===== config.mk =====
export PLATFORM = sky130hd
export DESIGN_NAME = sad_min_tracker
export DESIGN_NICKNAME = d
export VERILOG_FILES = /design/src/rtl/sad_min_tracker.sv
export SDC_FILE = /design/constraint.sdc
export NUM_CORES = 1
export LEC_CHECK = 0
export BUFFER_PORTS_ARGS = -buffer_cell sky130_fd_sc_hd__buf_2
export CAP_MARGIN = 30
export CELL_PAD_IN_SITES_DETAIL_PLACEMENT = 1
export CELL_PAD_IN_SITES_GLOBAL_PLACEMENT = 1
export CORE_MARGIN = 10
export CORE_UTILIZATION = 45
export CTS_BUF_LIST = sky130_fd_sc_hd__clkbuf_16
export CTS_CLUSTER_DIAMETER = 120
export CTS_CLUSTER_SIZE = 40
export DETAILED_ROUTE_END_ITERATION = 6
export PLACE_DENSITY = 0.95
export RECOVER_POWER = 25
export SYNTH_ARGS = -nofsm -noshare
export SYNTH_HDL_FRONTEND = slang
export SYNTH_SLANG_ARGS = --single-unit
export TNS_END_PERCENT = 50

===== constraint.sdc =====
create_clock -name clk -period 4.2 [get_ports clk]
set_clock_uncertainty 0.05 [all_clocks]
set_input_delay 0.84 -clock clk [delete_from_list [all_inputs] [get_ports clk]]
set_output_delay 0.84 -clock clk [all_outputs]
set_load 0.1 [all_outputs]

===== src/rtl/sad_min_tracker.sv =====
// sad_min_tracker: drives ctr via turnenable, tracks min SAD and its raster position, returns best mv on a valid/ready port
module sad_min_tracker #(
  parameter int SAD_W = 16,
  parameter int NPE   = 16,
  parameter int NROWS = 16,
  parameter int SR    = 8,
  parameter int MV_W  = 5
) (
  input  logic             clk,
  input  logic             rst,
  input  logic             start,
  output logic             turnenable,
  input  logic [3:0]       select4bit,
  input  logic             sad_valid,
  input  logic [SAD_W-1:0] sad_in,
  output logic             busy,
  output logic             res_valid,
  input  logic             res_ready,
  output logic [SAD_W-1:0] min_sad,
  output logic [MV_W-1:0]  mv_x,
  output logic [MV_W-1:0]  mv_y,
  output logic             seq_err
);
  localparam int CW = $clog2(NPE);
  localparam int RW = $clog2(NROWS);
  typedef enum logic [1:0] {IDLE, RUN, DONE} state_t;
  state_t state;
  logic [CW-1:0] col, best_col, nb_col;
  logic [RW-1:0] row, best_row, nb_row;
  logic lt, col_end, last;
  assign lt      = sad_in < min_sad;
  assign nb_col  = lt ? col : best_col;
  assign nb_row  = lt ? row : best_row;
  assign col_end = col == CW'(NPE - 1);
  assign last    = col_end && row == RW'(NROWS - 1);
  assign busy    = state != IDLE;
  always_ff @(posedge clk or posedge rst) begin
    if (rst) begin
      state      <= IDLE;
      turnenable <= 1'b0;
      res_valid  <= 1'b0;
      min_sad    <= '1;
      mv_x       <= '0;
      mv_y       <= '0;
      seq_err    <= 1'b0;
      col        <= '0;
      row        <= '0;
      best_col   <= '0;
      best_row   <= '0;
    end else begin
      case (state)
        IDLE: if (start) begin
          state      <= RUN;
          turnenable <= 1'b1;
          col        <= '0;
          row        <= '0;
          seq_err    <= 1'b0;
          min_sad    <= '1;
          best_col   <= '0;
          best_row   <= '0;
        end
        RUN: if (sad_valid) begin
          if (select4bit != 4'(col)) seq_err <= 1'b1;
          // strict compare keeps the earliest raster-order candidate on ties
          if (lt) begin
            min_sad  <= sad_in;
            best_col <= col;
            best_row <= row;
          end
          col <= col_end ? '0 : col + CW'(1);
          if (col_end) row <= row + RW'(1);
          if (last) begin
            state      <= DONE;
            turnenable <= 1'b0;
            res_valid  <= 1'b1;
            mv_x       <= MV_W'({1'b0, nb_col}) - MV_W'(SR);
            mv_y       <= MV_W'({1'b0, nb_row}) - MV_W'(SR);
          end
        end
        DONE: if (res_ready) begin
          state     <= IDLE;
          res_valid <= 1'b0;
        end
        default: state <= IDLE;
      endcase
    end
  end
endmodule

Word level (Yosys, flattened, before mapping)
Cells that the tools add are included.
{ "word_totals": {"register_bits": 47, "wordCells": 75} }
{ "classes": {"n_addsub": 4, "order_cmp": 1, "eq_ne": 12, "n_mux": 34, "n_reduce_logical": 13} }
{ "ops": {"columns": ["operator", "n"], "rows": [
  ["$mux 16", 3],
  ["$mux 4", 9],
  ["$pmux 16 s2", 1],
  ["$pmux 4 s2", 4],
  ["$reduce_and 4->1", 6],
  ["$lt 16x16->1", 1],
  ["$ne 2x2->1 const B", 7],
  ["$sub 4x4->5 const B", 2],
  ["$mux 1", 9],
  ["$add 4x1->4 const B", 2],
  ["$eq 4x4->1 const B", 2],
  ["$mux 2", 4],
  ["$pmux 1 s2", 3],
  ["$pmux 2 s3", 1],
  ["$reduce_and 3->1", 2],
  ["$reduce_bool 2->1", 3],
  ["$ne 4x4->1", 1],
  ["$eq 2x1->1 const B", 1],
  ["$eq 2x2->1 const B", 1],
  ["$logic_not 2->1", 1],
  ["$logic_and 1x1->1", 1]
]} }

Logic depth before layout (Yosys ltp)
Gate-level depths: netlist of the first run.
{ "depth": {"depth_word": 5, "ltp_mapped": 10} }

Least setup slack after synthesis of the first run
Ideal clock, no wire load.
{ "synth_timing": {"path_type": "register -> register", "start": "register min_sad[7]", "end": "register min_sad[14]", "setup_time_ns": 0.082, "arrival_time_ns": 2.417, "path_slack_ns": 1.651, "path_stages_with_launch": 10, "n_path_buf": 1, "period_less_slack_ns": 2.549, "cell_sequence": "dfstp_2 inv_1 ha_1 nand2_1 o21ai_1 a21oi_4 o21ai_2 nor2_2 buf_6 a211o_1"} }
{ "synth_between": {"elab_chain_len": 3} }
{ "synth_lines": {"columns": ["element", "line", "text"], "rows": [
  ["start: declaration", "19", "output logic [SAD_W-1:0] min_sad,"],
  ["start signal: assignment", "66", "min_sad <= sad_in;"],
  ["$lt 16x16->1", "31", "assign lt = sad_in < min_sad;"],
  ["$ne 2x2->1 (no source line)", null, null],
  ["$reduce_and 4->1 (no source line)", null, null]
]} }
Every way passes these cells.
A chain may end at the register's enable or synchronous reset.

==> impl_metrics.yaml, run 1 <==
layout:
  drive_above_1_share: 0.374
  fillers: 642
  area_growth_pct: 15.7
  ff_latch_area_um2: 1150
  diodes: 0
  fin_cells: 353
  multi_input_area_um2: 1210
  fin_nets: 322
logic_synthesis:
  synth_seq_cells: 45
  synth_most_common_cell: "dfrtp_1"
  synthAdderAreaFrac: 0.0840
  synth.largest_area_cell: "dfrtp_1"
  synth-main-ff-cell: "dfrtp_1"
  synth_top_family_by_area: "compound AO/OA/AOI/OAI gates"
  muxShareOfSynthArea: 0.0203
  synthDistinctLibCells: 47
  synthTopCellsByCount: "29 x dfrtp_1, 23 x nand2_1, 20 x inv_1"
  synth-simple-area-share: 0.0989
  async_reset_ff_frac: 1.00
  synthesis.nets: 273
  synth_area_leaders: "dfrtp_1 29%, dfstp_2 17%, ha_1 8.4%, nand2_1 3.4%, a22o_1 3.1%"
  synth_compound_area_frac: 0.246
  yosysWarnings: 0
  syn_area_um2: 2530
  ys_seq_area_frac: 0.453
  syn_inst: 231
  yosys.area_share.xor_xnor: 0.0277
  synth_edf_count: 0
  avgSynthCellArea_um2: 11.0
  synth_top_cell_area_share: 0.287
route:
  finalWirelength_um: 6860
  wl_per_cell_um: 19.4
  wl_met2_um: 3440
  via_per_inst: 5.64
  wl_met3_um: 443
  drt_iter0_markers: 47
  top_layer: "met4"
  met1_length_um: 2750
  ant_nets: 0
  via_count: 1991
  drc: 0
  first_pass_iters: 4
worst_setup_path:
  worstSetupStartpointType: "input port"
  worst-path-max-fanout: 45
  end_kind: "async pin"
  rrSetupSlack_ns: 1.69
  worst_ep_required_time_ns: 4.02
  critPathKind: "in2async"
  crit_arrival_ns: 2.75
die:
  fp.dieW_um: 95
  start_util: 0.463
  rows: 27
  die_area_um2: 9030
  io_pins: 55
  core_area_um2: 5470
  die_y_um: 95
clock_tree:
  clock-root-buffer: "clkbuf_16"
  cts-htree-levels: 2
  cts_setup_buffers: 0
  clkLatencyLatePin_ns: 0.28
  cts_hold_repair.buffers: 0
  cts_made_buffers: 5
  clk_pin_slew_worst_paths_ns: 0.06
  cts_tree: "yes"
  post_cts_resized: 0
  clockBufferDepth: 2
  cts_sinks: 45
grt:
  track_usage: 0.162
  grt_antenna_before_repair: 0
  grt_pass1_wl_um: 11500
  overflow: 0
  grt_pass1_vias: 2258
  grt_max_degree: 46
timing:
  rsz0062_at_grt: "no"
  max_slew_margin: -0.658
  setup_viol: 0
  worstMarginPinSlew_ns: 2.49
  finalHoldViolCount: 0
  period_needed_ns: 2.93
  max_freq_mhz: 341
  slew_violations: 46
  fin_crit_sh: 0.699
  tns_ns: 0
place:
  dp.final_hpwl_um: 5210
  globalplace.congestion: 0.796
  portBuffers: 54
  dp_cells: 345
job:
  maxCapViolations: 1
run_status:
  violations: "max-capacitance violations, max-slew violations"
  status: "complete, but fails checks"
power:
  powerDensity_nw_per_um2: 878
  peakVddDrop_mv: 0.581
  leakage_uw: 0.00142
min_path:
  worstHoldPathType: "reg2reg"
flip-flops by register name (all words and copies together) (netlist names):
name        flops
mv_x            4
mv_y            4
turnenable      1
state           2
res_valid       1
best_row        4
best_col        4
row             4
col             4
min_sad        16
seq_err         1
worst max-delay path, cell delays in order:
cell and delay, ns:
buf_2 0.10, clkinv_1 0.03, clkbuf_1 1.76
area by class of cell:
| type | count | share of cell area |
|---|---|---|
| Clock inverter | 3 | 0.00427 |
| Sequential cell | 45 | 0.391 |
| Timing Repair Buffer | 55 | 0.0935 |
| Inverter | 20 | 0.0256 |
| Clock buffer | 5 | 0.0427 |
| Tap cell | 72 | 0.0308 |
| Multi-Input combinational cell | 153 | 0.412 |
layer usage:
| layer | GRT usage | up-vias |
|---|---|---|
| li1 | - | 921 |
| met1 | 0.181 | 988 |
| met2 | 0.283 | 63 |
| met3 | 0.0404 | 19 |
| met4 | 0.0748 | 0 |
| met5 | 0 | - |
power breakdown:
part / switching (uW) / internal (uW) / total [uW]
Combinational: 1050 / 371 / 1420
Clock: 160 / 215 / 375
Sequential: 143 / 631 / 774
cell usage in the layout, fill, tap and decap left out, types with 4 or more instances in the layout:
cell type  synthesis  final
clkbuf_16          0      5
o21ai_0            9      9
a21oi_1           11     11
a22o_1             9      9
inv_1             20     19
ha_1              17     17
dfstp_2           16     16
nand3_1            4      4
o22ai_2            6      6
buf_2              4     54
xnor2_1            5      5
mux2i_1            4      4
nor2_1            12     12
nand2_1           23     23
a22oi_2            6      6
dfrtp_1           29     29
logic make-up (layout without fill, tap and decap cells):
family / after synthesis / in the layout
buffers and inverters: 33 / 83
muxes: 5 / 5
DFF: 45 / 45
AOI/OAI and AO/OA: 72 / 72
xor gates and xnor gates: 8 / 8
adders and majority gates: 17 / 17
and+or+nand+nor: 51 / 51
final timing paths:
check / end / startpoint / cells past startpoint
worst min-delay path: mv_x[2] / mv_x[2] / 2
worst max register to register: best_col[1] / min_sad[9] / 8
min in group asynchronous: mv_x[3] / rst / 3
max in group clk: busy / state[0] / 2
worst max-delay path: seq_err / rst / 3
worst min register to register: mv_x[2] / mv_x[2] / 2
metrics by stage:
step	worst slack [ns]	hold slack [ns]	utilization	cell area (um^2)	total power, uW
6_report	1.27	0.411	0.535	2930	2570
5_1_grt	0.802	0.449	0.535	2930	2720
4_1_cts	1.58	0.416	0.536	2930	2590
3_5_place_dp	1.34	0.402	0.511	2800	2200
3_3_place_gp	1.42	0.400	0.511	2800	2110
2_1_floorplan	1.65	0.397	-	2530	1970
(Power assumes the default switching activity.)
==> inputs of run 2 (changes only) <==
--- a/config.mk
+++ b/config.mk
@@ -10,12 +10,12 @@
 export CELL_PAD_IN_SITES_DETAIL_PLACEMENT = 1
 export CELL_PAD_IN_SITES_GLOBAL_PLACEMENT = 1
 export CORE_MARGIN = 10
-export CORE_UTILIZATION = 45
+export CORE_UTILIZATION = 38
 export CTS_BUF_LIST = sky130_fd_sc_hd__clkbuf_16
 export CTS_CLUSTER_DIAMETER = 120
 export CTS_CLUSTER_SIZE = 40
 export DETAILED_ROUTE_END_ITERATION = 6
-export PLACE_DENSITY = 0.95
+export PLACE_DENSITY = 0.87
 export RECOVER_POWER = 25
 export SYNTH_ARGS = -nofsm -noshare
 export SYNTH_HDL_FRONTEND = slang
==> constraint.sdc (replaced) <==
create_clock -name clk -period 2.37 [get_ports clk]
set_clock_uncertainty 0.05 [all_clocks]
set_input_delay 0.474 -clock clk [delete_from_list [all_inputs] [get_ports clk]]
set_output_delay 0.474 -clock clk [all_outputs]
set_load 0.1 [all_outputs]
==> run 2 against run 1 <==
Effect of this change: the run now ends clean; die area rose by 14%; sequential power up 89%; non-clock buffer count increased by 11; cell count is 4.5% higher; flip-flop and latch count did not move; setup slack worse by 1.2 ns; via count increased by 1.1%; final area increased by 10%; largest cell class unchanged.
==> impl_metrics.yaml, run 2 (synthesized netlist as in run 1, its figures left out) <==
run_status:
  status: "completed"
place:
  dp.final_hpwl_um: 5250
  portBuffers: 54
  globalplace.congestion: 0.793
  dpl_cell_area_um2: 2950
  pre_cts_ws_ns: -0.0220
timing:
  fin_ws_ns: 0.0415
  finalHoldViolCount: 0
  slew_violations: 0
  max_slew_margin: 0.239
  setup_viol: 0
  tns_ns: 0
  period_needed_ns: 2.33
  fin_crit_sh: 0.982
  worstMarginPinSlew_ns: 1.14
  max_freq_mhz: 429
worst_setup_path:
  worst-path-max-fanout: 8
  crit_path_end: "best_col[0]"
  worst_ep_required_time_ns: 2.49
  worstSetupStartpointType: "register"
  critPathKind: "reg2reg"
  rr_endpoint: "best_col[0]"
  startpoint: "min_sad[2]"
  timing.rr.start: "min_sad[2]"
  end_kind: "register"
  r2r_cells: 9
  rrSetupSlack_ns: 0.04
  crit_arrival_ns: 2.45
clock_tree:
  cts_tree: "yes"
  cts-htree-levels: 2
  cts_sinks: 45
  cts_made_buffers: 5
  clkLatencyLatePin_ns: 0.29
  clk_pin_slew_worst_paths_ns: 0.06
  clock-root-buffer: "clkbuf_16"
  clockBufferDepth: 2
route:
  drc: 0
  via_count: 2012
  ant_nets: 0
  finalWirelength_um: 7440
  first_pass_iters: 4
  wl_per_cell_um: 20.2
  drt_iter0_markers: 89
  via_per_inst: 5.45
die:
  die_area_um2: 10300
  io_pins: 55
  die_y_um: 102
  start_util: 0.394
  rows: 29
  fp.dieW_um: 102
  core_area_um2: 6420
power:
  power_uw: 5060
  seqPwrFrac: 0.289
  peakVddDrop_mv: 0.647
  internal_power_uw: 2510
  clkPwrFrac: 0.149
  p_sw_uw: 2550
  powerDensity_nw_per_um2: 1570
  power_frac_comb: 0.562
  switching_share: 0.505
  leakage_uw: 0.00150
grt:
  grt_pass1_wl_um: 11600
  overflow: 0
  grt_pass1_vias: 2233
  grt_antenna_before_repair: 0
  track_usage: 0.145
  grt_max_degree: 46
layout:
  area_growth_pct: 27.4
  drive_above_1_share: 0.462
  layout_common_cells: "54 x buf_2, 29 x dfrtp_1, 21 x nand2_1, 15 x dfstp_4, 14 x inv_1"
  fin_nets: 333
  fin_util: 0.502
  diodes: 0
  fillers: 710
  layout_commonest_cell: "buf_2"
  largest_reg_flops: 16
  fin_area_um2: 3230
  regMostFlops: "min_sad"
min_path:
  worstHoldPathType: "in2reg"
job:
  maxCapViolations: 0
==> run 2: metrics by stage <==
stage	std cells	hold slack, ns
finish	369	0.359
CTS	368	0.300
floorplan	231	0.397
global route	369	0.362
detailed placement	359	0.410
global placement	359	0.400
==> run 2: area by class of cell <==
class / instances / area [um^2] / share of cell area
tap: 77 / 96.3 / 0.0299
multi-input combinational: 153 / 1310 / 0.405
sequential: 45 / 1200 / 0.373
timing repair buffer: 66 / 385 / 0.119
clock buffer: 6 / 150 / 0.0465
clock inverter: 2 / 10.0 / 0.00310
inverter: 20 / 75.1 / 0.0233
==> run 2: worst max-delay path: stages, from the launching register on <==
cell and delay [ns]:
dfstp_4 0.62, inv_2 0.05, ha_4 0.21, a211oi_2 0.24, o21ai_2 0.11, a21oi_4 0.27, o21a_4 0.23, o21ai_4 0.08
buf_6 0.16, a22o_1 0.19
==> run 2: power by group through the flow <==
stage | Clock, uW | Sequential [uW] | Combinational, uW
final | 752 | 1460 | 2840
after global placement | 0 | 1440 | 2530
after CTS | 767 | 1460 | 2740
after detailed placement | 0 | 1470 | 2620
after global routing | 798 | 1510 | 3020
after floorplan | 0 | 2470 | 1170
==> run 2: what timing repair did <==
item,4_1_cts,5_1_grt
hold endpoints to repair,0,0
setup buffers,1,1
hold buffers,0,0
setup endpoints to repair,21,24
gates resized for setup,9,9
pin swaps,3,6
==> run 2: worst min path at each step <==
stage                     start          to  slack, ns  cells past startpoint
global placement        mv_y[2]     mv_y[2]       0.40                      2
CTS                         rst      col[3]       0.30                      3
finish                res_ready   res_valid       0.36                      2
detailed placement   turnenable  turnenable       0.41                      1
global route          res_ready   res_valid       0.36                      2
floorplan           best_col[3]     mv_x[3]       0.40                      1
==> run 2: routing by layer <==
layer / vias up / track usage / routed length (um)
met5: - / 0 / 0
li1: 938 / - / -
met3: 11 / 0.0361 / 327
met4: 0 / 0.0693 / 208
met2: 42 / 0.260 / 3910
met1: 1021 / 0.156 / 2990
==> inputs of run 3 (changes only) <==
==> config.mk (replaced) <==
export PLATFORM = sky130hd
export DESIGN_NAME = sad_min_tracker
export DESIGN_NICKNAME = d
export VERILOG_FILES = /design/src/rtl/sad_min_tracker.sv
export SDC_FILE = /design/constraint.sdc
export NUM_CORES = 1
export LEC_CHECK = 0
export CAP_MARGIN = 30
export CELL_PAD_IN_SITES_DETAIL_PLACEMENT = 1
export CELL_PAD_IN_SITES_GLOBAL_PLACEMENT = 1
export CORE_MARGIN = 10
export CORE_UTILIZATION = 46
export CTS_BUF_LIST = sky130_fd_sc_hd__clkbuf_4 sky130_fd_sc_hd__clkbuf_8
export CTS_CLUSTER_DIAMETER = 120
export CTS_CLUSTER_SIZE = 40
export DETAILED_ROUTE_END_ITERATION = 6
export DONT_BUFFER_PORTS = 1
export PLACE_DENSITY = 0.89
export RECOVER_POWER = 25
export SYNTH_ARGS = -nofsm -noshare
export SYNTH_HDL_FRONTEND = slang
export SYNTH_SLANG_ARGS = --single-unit
export TNS_END_PERCENT = 50
==> run 3 against run 2 <==
Effect of this change: first-iteration DRC count rose by 48%; register-to-register slack got worse by 0.22 ns; combinational power up 24%; power is 12% higher; largest cell class unchanged; clock power is 15% lower; the flow now finishes with violations (negative setup slack); flip-flop and latch count unchanged; utilization increased by 14 points; via count grew 8.3%; fmax decreased by 8.8%; critical endpoint is now best_col[1]; non-clock buffer count shrank 16; setup slack got worse by 0.22 ns.
==> impl_metrics.yaml, run 3 (synthesized netlist as in run 1, its figures left out) <==
run_status:
  status: "complete, but fails checks"
  violations: "negative setup slack"
power:
  powerDensity_nw_per_um2: 1680
  peakVddDrop_mv: 1.07
  leakage_uw: 0.00148
clock_tree:
  cts_sinks: 45
  cts_tree: "yes"
  clkLatencyLatePin_ns: 0.31
  clk_pin_slew_worst_paths_ns: 0.09
  cts_made_buffers: 5
  clock-root-buffer: "clkbuf_8"
  cts-htree-levels: 2
  clockBufferDepth: 2
worst_setup_path:
  worstSetupStartpointType: "register"
  worst-path-max-fanout: 8
  crit_arrival_ns: 2.70
  worst_ep_required_time_ns: 2.52
  critPathKind: "reg2reg"
  end_kind: "register"
route:
  first_pass_iters: 4
  via_count: 2179
  via_per_inst: 6.28
  finalWirelength_um: 9670
  wl_per_cell_um: 27.9
  ant_nets: 0
  drt_iter0_markers: 132
  drc: 0
layout:
  fillers: 547
  layout_commonest_cell: "buf_4"
  regMostFlops: "min_sad"
  largest_reg_flops: 16
  fin_area_um2: 3360
  diodes: 0
  layout_common_cells: "39 x buf_4, 27 x dfrtp_1, 19 x nand2_1, 15 x dfstp_4, 12 x inv_1"
  area_growth_pct: 32.9
  fin_util: 0.642
  fin_nets: 318
  multi_input_area_um2: 1450
  ff_latch_area_um2: 1200
  drive_above_1_share: 0.509
grt:
  grt_pass1_wl_um: 12900
  use_met3: 0.0552
  track_usage: 0.187
  overflow: 0
  use_met2: 0.312
  grt-busiest-layer: "met2"
  grt_antenna_before_repair: 0
  grt_max_degree: 29
  grt_pass1_vias: 2312
  grt_util_met1: 0.207
min_path:
  worstHoldPathType: "in2reg"
place:
  portBuffers: 0
  globalplace.congestion: 0.845
  pre_cts_ws_ns: -0.0426
  dp.final_hpwl_um: 5650
  dpl_cell_area_um2: 2890
timing:
  max_slew_margin: 0.398
  period_needed_ns: 2.55
  rsz0062_at_grt: "yes"
  finalHoldViolCount: 0
  fin_crit_sh: 1.08
  worstMarginPinSlew_ns: 0.901
  max_freq_mhz: 392
  slew_violations: 0
  fin_ws_ns: -0.184
  setup_viol: 30
job:
  maxCapViolations: 0
die:
  core_area_um2: 5240
  fp.dieW_um: 94.2
  rows: 26
  die_area_um2: 8870
  start_util: 0.483
  io_pins: 55
  die_y_um: 94.2
-- run 3: worst paths after layout --
kind	start	endpoint	slack (ns)	cells past startpoint
setup / recovery	min_sad[2]	best_col[1]	-0.18	9
hold / removal	res_ready	state[1]	0.22	1
setup reg to reg	min_sad[2]	best_col[1]	-0.18	9
hold reg to reg	best_row[3]	mv_y[3]	0.45	1
max in group asynchronous	rst	col[0]	0.88	3
min in group asynchronous	rst	mv_y[0]	0.42	2
-- run 3: area by class of cell --
class	count	share of cell area
flip-flops and latches	45	0.358
well taps	70	0.0260
clock inverters	1	0.00893
inverters	20	0.0231
repair buffers	50	0.125
clock buffers	7	0.0268
multi-input cells	154	0.432
-- run 3: through the flow --
stage	cells	total power (uW)	setup TNS [ns]	hold WS [ns]
2_1_floorplan	231	3640	0	0.397
3_3_place_gp	327	4030	0	0.178
3_5_place_dp	327	4190	-0.217	0.183
4_1_cts	343	5020	-0.00112	0.218
5_1_grt	347	5870	-4.37	0.221
6_report	347	5650	-3.50	0.220
-- run 3: per-layer routing --
layer / vias up / wire (um)
met2: 106 / 4900
met5: - / 0
met4: 0 / 483
met3: 39 / 741
met1: 1128 / 3550
li1: 906 / -
-- run 3: report_power, final --
group | total (uW) | switching, uW | leakage (uW) | internal (uW)
registers | 1480 | 280 | 0.000541 | 1200
logic | 3530 | 2340 | 0.000880 | 1190
clock network | 640 | 284 | 0.0000619 | 356
total | 5650 | 2900 | 0.00148 | 2750
-- run 3: repair_timing --
item / in CTS / in global routing
hold endpoints to repair: 2 / 0
resized for setup: 4 / 43
hold buffers: 1 / 0
pin swaps: 1 / 12
setup buffers: 6 / 4
endpoints found under the setup margin: 23 / 32
cloned: 1 / 0
-- run 3: worst max-delay path, stage by stage, from the launching register on --
cell and delay, ns:
dfstp_4 0.63, inv_4 0.04, ha_4 0.21, a211oi_2 0.31, o21ai_2 0.17, a21oi_4 0.33, o21a_4 0.26, o21ai_4 0.08
buf_6 0.16, a22o_1 0.21
